**config.mk**
```make
export PLATFORM = sky130hd
export DESIGN_NAME = bcd_counter_4d
export DESIGN_NICKNAME = d
export VERILOG_FILES = /design/src/rtl/bcd_counter_4d.sv
export SDC_FILE = /design/constraint.sdc
export NUM_CORES = 1
export LEC_CHECK = 0
export BUFFER_PORTS_ARGS = -buffer_cell sky130_fd_sc_hd__buf_2
export CAP_MARGIN = 25
export CORE_MARGIN = 4
export CORE_UTILIZATION = 35
export CTS_BUF_LIST = sky130_fd_sc_hd__clkbuf_8 sky130_fd_sc_hd__clkbuf_16
export DETAILED_ROUTE_END_ITERATION = 6
export HOLD_SLACK_MARGIN = 0.03
export PLACE_DENSITY = 0.67
export SYNTH_ARGS = -nofsm -noshare
export SYNTH_HDL_FRONTEND = slang
export SYNTH_SLANG_ARGS = --single-unit
```
**constraint.sdc**
```tcl
create_clock -name clk_50MHz -period 1.6 [get_ports clk_50MHz]
set_input_delay 0.16 -clock clk_50MHz [delete_from_list [all_inputs] [get_ports clk_50MHz]]
set_output_delay 0.16 -clock clk_50MHz [all_outputs]
set_load 0.02 [all_outputs]
```
**src/rtl/bcd_counter_4d.sv**
```systemverilog
// Four-digit packed-BCD up/down counter stepped by a synchronized 1 Hz input,
// with validated parallel load. Reset is synchronous, active-low.
module bcd_counter_4d #(
  parameter int SYNC_STAGES = 2
) (
  input  logic        clk_50MHz,
  input  logic        reset_n,
  input  logic        clk_1Hz,
  input  logic        en,
  input  logic        up_dn,
  input  logic        load,
  input  logic [15:0] load_val,
  output logic [15:0] bcd_out,
  output logic        tick,
  output logic        tc,
  output logic        load_err
);

  logic [SYNC_STAGES-1:0] sync_q;
  logic [SYNC_STAGES-1:0] fill_q;
  logic                   synced;
  logic                   sync_d;
  logic                   armed;
  logic                   step;
  logic                   load_ok;
  logic [15:0]            next_cnt;
  logic                   wrap;

  assign synced = sync_q[SYNC_STAGES-1];
  assign step   = armed & synced & ~sync_d;

  always_comb begin
    load_ok = 1'b1;
    for (int unsigned i = 0; i < 4; i++) begin
      if (load_val[4*i +: 4] > 4'd9) load_ok = 1'b0;
    end
  end

  // Ripple carry/borrow through the digits; a carry out of the top digit is the wrap.
  always_comb begin
    logic       carry;
    logic [3:0] digit;
    next_cnt = bcd_out;
    carry    = 1'b1;
    for (int unsigned i = 0; i < 4; i++) begin
      digit = bcd_out[4*i +: 4];
      if (carry) begin
        if (up_dn) begin
          if (digit == 4'd9) begin
            next_cnt[4*i +: 4] = 4'd0;
          end else begin
            next_cnt[4*i +: 4] = digit + 4'd1;
            carry = 1'b0;
          end
        end else begin
          if (digit == 4'd0) begin
            next_cnt[4*i +: 4] = 4'd9;
          end else begin
            next_cnt[4*i +: 4] = digit - 4'd1;
            carry = 1'b0;
          end
        end
      end
    end
    wrap = carry;
  end

  // fill_q tracks how far real input has propagated through the cleared chain, so
  // arming waits for a genuine low sample rather than the reset zeros.
  always_ff @(posedge clk_50MHz) begin
    if (!reset_n) begin
      sync_q   <= '0;
      fill_q   <= '0;
      sync_d   <= 1'b0;
      armed    <= 1'b0;
      bcd_out  <= '0;
      tick     <= 1'b0;
      tc       <= 1'b0;
      load_err <= 1'b0;
    end else begin
      sync_q   <= {sync_q[SYNC_STAGES-2:0], clk_1Hz};
      fill_q   <= {fill_q[SYNC_STAGES-2:0], 1'b1};
      sync_d   <= synced;
      tick     <= 1'b0;
      tc       <= 1'b0;
      load_err <= 1'b0;
      if (fill_q[SYNC_STAGES-1] && !synced) armed <= 1'b1;
      if (load) begin
        if (load_ok) bcd_out  <= load_val;
        else         load_err <= 1'b1;
      end else if (step && en) begin
        bcd_out <= next_cnt;
        tick    <= 1'b1;
        tc      <= wrap;
      end
    end
  end

endmodule

```
* Word level (Yosys, flattened, before mapping)
Cells that the tools add are included.
Storage, ports and cells: bits in registers 25, latch bits 0, RAM bits 0, bits in read-only memories 0, input port bits 22, output and inout bits 19, logic and storage cells 92, memories 0
Operators by class: add/subtract/negate cells 8, $mul 0, divide/modulo/power cells 0, magnitude comparators 4, eq/ne operators 5, shifts and indexed selects 0, muxes and demuxes 39, bitwise gates (word level) 6, reduce and logical (&&, ||, !) cells 18
Operators with widths (number):
- $mux W4 | 15
- $mux W16 | 3
- $mux W1 | 21
- $add A4 B1 Y4 const B | 4
- $eq A4 B4 Y1 const B | 4
- $gt A4 B4 Y1 const B | 4
- $logic_not A4 Y1 | 4
- $sub A4 B1 Y4 const B | 4
- $reduce_and A3 Y1 | 3
- $reduce_bool A2 Y1 | 4
- $not A1 Y1 | 4
- $reduce_and A2 Y1 | 2
- $reduce_or A4 Y1 | 1
- $and A1 B1 Y1 | 2
- $logic_and A1 B1 Y1 | 2
- $ne A2 B1 Y1 const B | 1
- $reduce_or A2 Y1 | 1
- $logic_not A1 Y1 | 1

* Depth between registers and ports, before layout
word-level depth 8, mapped depth 8, depth with buffers taken out 5

* Worst setup path after synthesis
Ideal clock, no wire load.
kind register to register, start reg bcd_out[7], end reg bcd_out[8], setup time 0.123 ns, arrival time 1.471 ns, required time 1.477 ns, path slack 0.006 ns, cell stages (with the launch flop) 7, buffers on the path 1, period minus slack after synthesis 1.594 ns, cell sequence dfxtp_1 -> buf_6 -> and3_1 -> o21ai_2 -> o32ai_4 -> mux2i_1 -> a21oi_1
Between the ends: longest elaborated chain between the ends 6, elaborated cells on any way between the ends 8, those cells by class 1 x eq/ne; 4 x mux; 3 x reduce/logical
RTL lines:
- start: declaration | RTL line 13 | output logic [15:0] bcd_out,
- start signal: assignment | RTL line 89 | if (load_ok) bcd_out <= load_val;
- start signal: assignment | RTL line 92 | bcd_out <= next_cnt;
- $eq A4 B4 Y1 / $logic_not A4 Y1 (equally long branches) | RTL line 49, 56
- $mux W1 (on tied branches) | RTL line 49, 56
- $mux W1 (*) | RTL line 48 | if (up_dn) begin
- $mux W1 (*) | RTL line 47 | if (carry) begin
- $reduce_bool A2 Y1 (no line) (*)
- $reduce_and A3 Y1 (no line) (*)
Mark *: on every way between the ends. The rest lies on a longest branch, timed or not. A chain may end at the register's enable or synchronous reset.

* Worst setup path in the final report
start reg bcd_out[4], end reg bcd_out[10]
Same word-level chain as after synthesis.

==> flow_metrics.py <==
metrics = {
    "logic_synthesis": {
        "synth.net_count": 244,
        "post_synth_most_frequent_cells": "25 x sky130_fd_sc_hd__dfxtp_1, 19 x sky130_fd_sc_hd__o21ai_0, 16 x sky130_fd_sc_hd__nor2_1",
        "share_of_the_yosys_chip_area_belonging_to_registers": 0.286,
        "netlist_cell_types": 58,
        "synth.cell_area_um2": 1750,
        "synth_edf_count": 0,
        "synth_top_area_frac": 0.286,
        "synth_largest_area_cell": "sky130_fd_sc_hd__dfxtp_1",
        "post-synth-top-count-cell": "sky130_fd_sc_hd__dfxtp_1",
        "synth_area_per_cell_um2": 7.87,
        "post_synth_inst_count": 222,
        "yosys_warnings": 0,
        "post_synth_main_area_contributors": "sky130_fd_sc_hd__dfxtp_1 29%, sky130_fd_sc_hd__o21ai_0 5.4%, sky130_fd_sc_hd__mux2i_1 4.6%",
        "yosys_register_bits": 25,
        "postSynth.topFlopCell": "sky130_fd_sc_hd__dfxtp_1",
        "postSynth.asyncResetShare": 0,
    },
    "job": {
        "maxCapViolCount": 0,
    },
    "critical_path": {
        "category_of_the_worst_setup_path_capture_point": "register",
        "max_stage_delay_ps": 370,
        "setup.reg_to_reg.worst_slack_ps": 110,
        "crit_fanout": 6,
        "path_delay_family": "compound AO/OA/AOI/OAI gates",
        "start_kind": "register",
        "r2r-start": "bcd_out[4]",
        "worstRegToRegCells": 6,
        "critPathKind": "reg -> reg",
        "worst_path_buffer_plus_inverter_count": 1,
        "path_cells": "and3_1 > o21ai_2 > o32ai_4 > buf_4 > o21ai_1 > o22ai_1",
        "worstReg2RegEnd": "bcd_out[10]",
        "worst_ep_arrival_time_ps": 1690,
        "critical-path-slowest-cell": "sky130_fd_sc_hd__dfxtp_1",
        "worst-endpoint-required_ps": 1800,
    },
    "sta": {
        "unrepaired_setup_endpoints_after_global_routing": "false",
        "finalHoldViolCount": 0,
        "timing.final.setup_violations": 0,
        "post-route-min-period_ps": 1490,
        "slew_headroom": 0.770,
        "totalNegativeSetupSlack_ps": 0,
        "maxSlewViolCount": 0,
        "fmaxAchievable_mhz": 671,
        "finalHoldWorstSlack_ps": 98.5,
        "clock_skew_ps": 4.46,
        "layout_worst_path_cycle_share": 0.931,
        "worstMarginPinSlew_ps": 341,
    },
    "floorplan": {
        "height_of_the_die_um": 78.7,
        "boundaryPins": 41,
        "total_die_area_um2": 6190,
        "die_width_um": 78.7,
        "core_area_um2": 4790,
        "start_util": 0.365,
        "core.rowCount": 25,
    },
    "global_routing": {
        "gr-total-overflow": 0,
        "first_global_vias": 1648,
        "gr-usage-all-layers": 0.149,
        "grt_first_pass_wirelength_um": 7490,
        "grt_antenna_before_repair": 0,
        "grt_max_degree": 23,
    },
    "layout": {
        "areaGrowthSynthToFinish_pct": 23.9,
        "postLayoutCellArea_um2": 2170,
        "layout-drive-gt1-share": 0.312,
        "antenna-diode-count": 0,
        "layout.nets": 292,
    },
    "detailed_routing": {
        "initialDrtViolationCount": 56,
        "drt_first_pass_iters": 4,
        "residual_drc_count": 0,
        "vias_after_detailed_routing": 1754,
        "post_drt_antenna_nets": 0,
        "wirelength_um": 4460,
        "avgViaCountPerCell": 5.22,
        "wl_per_cell_um": 13.3,
    },
    "min_path": {
        "holdPathStages": 2,
        "holdCritStartpoint": "clk_1Hz",
        "whs_endpoint": "sync_q[0]",
        "hold_path.class": "in -> reg",
    },
    "power_and_ir_drop": {
        "p_per_area_nw_per_um2": 636,
        "clock_power_share": 0.273,
        "switching_share": 0.299,
        "combPwrFrac": 0.245,
        "switchingPower_uw": 412,
        "sequentialPowerShare": 0.483,
        "power.static_leakage_uw": 0.000936,
        "intPower_uw": 965,
        "vdd_ir_drop_max_uv": 270,
    },
    "placement": {
        "port-buffer-count": 40,
        "finalWeightedCongestion": 0.779,
        "dp.final_hpwl_um": 3380,
        "placedInstanceArea_um2": 2110,
    },
    "clocking": {
        "clock_tree.htree_level_count": 1,
        "cts-buffers-inserted": 3,
        "cts_max_path_buffers": 2,
        "cts-hold-fix-buffers": 0,
        "clock_sink_count": 25,
        "clk_latency_ps": 270,
        "post_cts_buffers": 0,
        "worst_setup_hold_path_clk_slew_ps": 90,
        "tritoncts": "built",
        "clk_root_buffer_cell": "sky130_fd_sc_hd__clkbuf_8",
    },
    "run_status": {
        "run_status": "complete, no violations",
    },
}
-- kinds of logic after synthesis --
| logic type | synth area share |
|---|---|
| XOR/XNOR | 0.0251 |
| AO/OA/AOI/OAI | 0.295 |
| flip-flops | 0.286 |
| buffers and inverters | 0.0773 |
| multiplexers | 0.0458 |
| AND/OR/NAND/NOR | 0.271 |
-- cell usage in the layout, fill, tap and decap left out, types with 4 or more instances in the layout --
| cell type | count |
|---|---|
| sky130_fd_sc_hd__a21oi_1 | 11 |
| sky130_fd_sc_hd__o21ai_0 | 19 |
| sky130_fd_sc_hd__dfxtp_1 | 25 |
| sky130_fd_sc_hd__nand2_1 | 14 |
| sky130_fd_sc_hd__a31oi_1 | 4 |
| sky130_fd_sc_hd__buf_4 | 26 |
| sky130_fd_sc_hd__and3_1 | 6 |
| sky130_fd_sc_hd__and2_1 | 6 |
| sky130_fd_sc_hd__mux2i_1 | 8 |
| sky130_fd_sc_hd__nor2_1 | 16 |
| sky130_fd_sc_hd__nor3_1 | 4 |
| sky130_fd_sc_hd__nand3_1 | 8 |
| sky130_fd_sc_hd__o22ai_1 | 7 |
| sky130_fd_sc_hd__nor2b_1 | 4 |
| sky130_fd_sc_hd__buf_2 | 40 |
| sky130_fd_sc_hd__inv_1 | 4 |
| sky130_fd_sc_hd__nand2b_1 | 5 |
-- worst register-to-register path, stage by stage, from the launching register on --
cell	delay, ps
sky130_fd_sc_hd__dfxtp_1	370
sky130_fd_sc_hd__and3_1	180
sky130_fd_sc_hd__o21ai_2	100
sky130_fd_sc_hd__o32ai_4	330
sky130_fd_sc_hd__buf_4	200
sky130_fd_sc_hd__o21ai_1	70
sky130_fd_sc_hd__o22ai_1	180
-- registers in the layout, summed over array words and instances, names as in the netlist --
name and count:
fill_q 2, sync_q 2, bcd_out 16, sync_d 1, load_err 1, tick 1
armed 1, tc 1
-- metal layers --
layer | track usage | vias up | share of wire
met5 | 0 | - | 0
met4 | 0.0420 | 0 | 0.015
met3 | 0.0401 | 9 | 0.042
met2 | 0.248 | 37 | 0.46
met1 | 0.187 | 797 | 0.48
li1 | - | 911 | -
-- final cells by class --
cell class	count	area [um^2]
clock buffers	3	41.3
clock inverters	1	5.00
fillers	495	2620
inverters	5	20.0
multi-input cells	169	1120
flip-flops and latches	25	500
well taps	67	83.8
repair buffers	66	395
-- how the worst max path moves through the flow --
| stage | start | endpoint | slack, ps | cells past startpoint |
|---|---|---|---|---|
| floorplan | bcd_out[7] | bcd_out[8] | 6 | 6 |
| global placement | load_val[10] | bcd_out[15] | 50 | 7 |
| detailed placement | load_val[6] | bcd_out[10] | 20 | 7 |
| CTS | sync_d | bcd_out[10] | 40 | 6 |
| global route | bcd_out[4] | bcd_out[10] | 20 | 6 |
| finish | bcd_out[4] | bcd_out[10] | 110 | 6 |
-- through the flow --
stage	utilization	worst slack, ps	power [uW]	cells
detailed placement	0.441	17.6	1010	332
finish	0.453	110	1380	336
global route	0.453	24.3	1450	336
floorplan	-	5.78	899	222
CTS	0.451	41.8	1390	336
global placement	0.441	51.3	1010	332
-- repair_timing --
action / in CTS / in global routing
hold endpoints to repair: 0 / 0
resized for setup: 0 / 2
setup endpoints to repair: 0 / 3
-- power groups by stage --
stage | Clock, uW | Combinational [uW] | Sequential [uW]
floorplan | 0 | 207 | 692
global placement | 0 | 333 | 678
detailed placement | 0 | 336 | 679
CTS | 387 | 337 | 664
global route | 411 | 371 | 668
finish | 375 | 337 | 664
No activity file was read; power rests on OpenSTA's default activity.
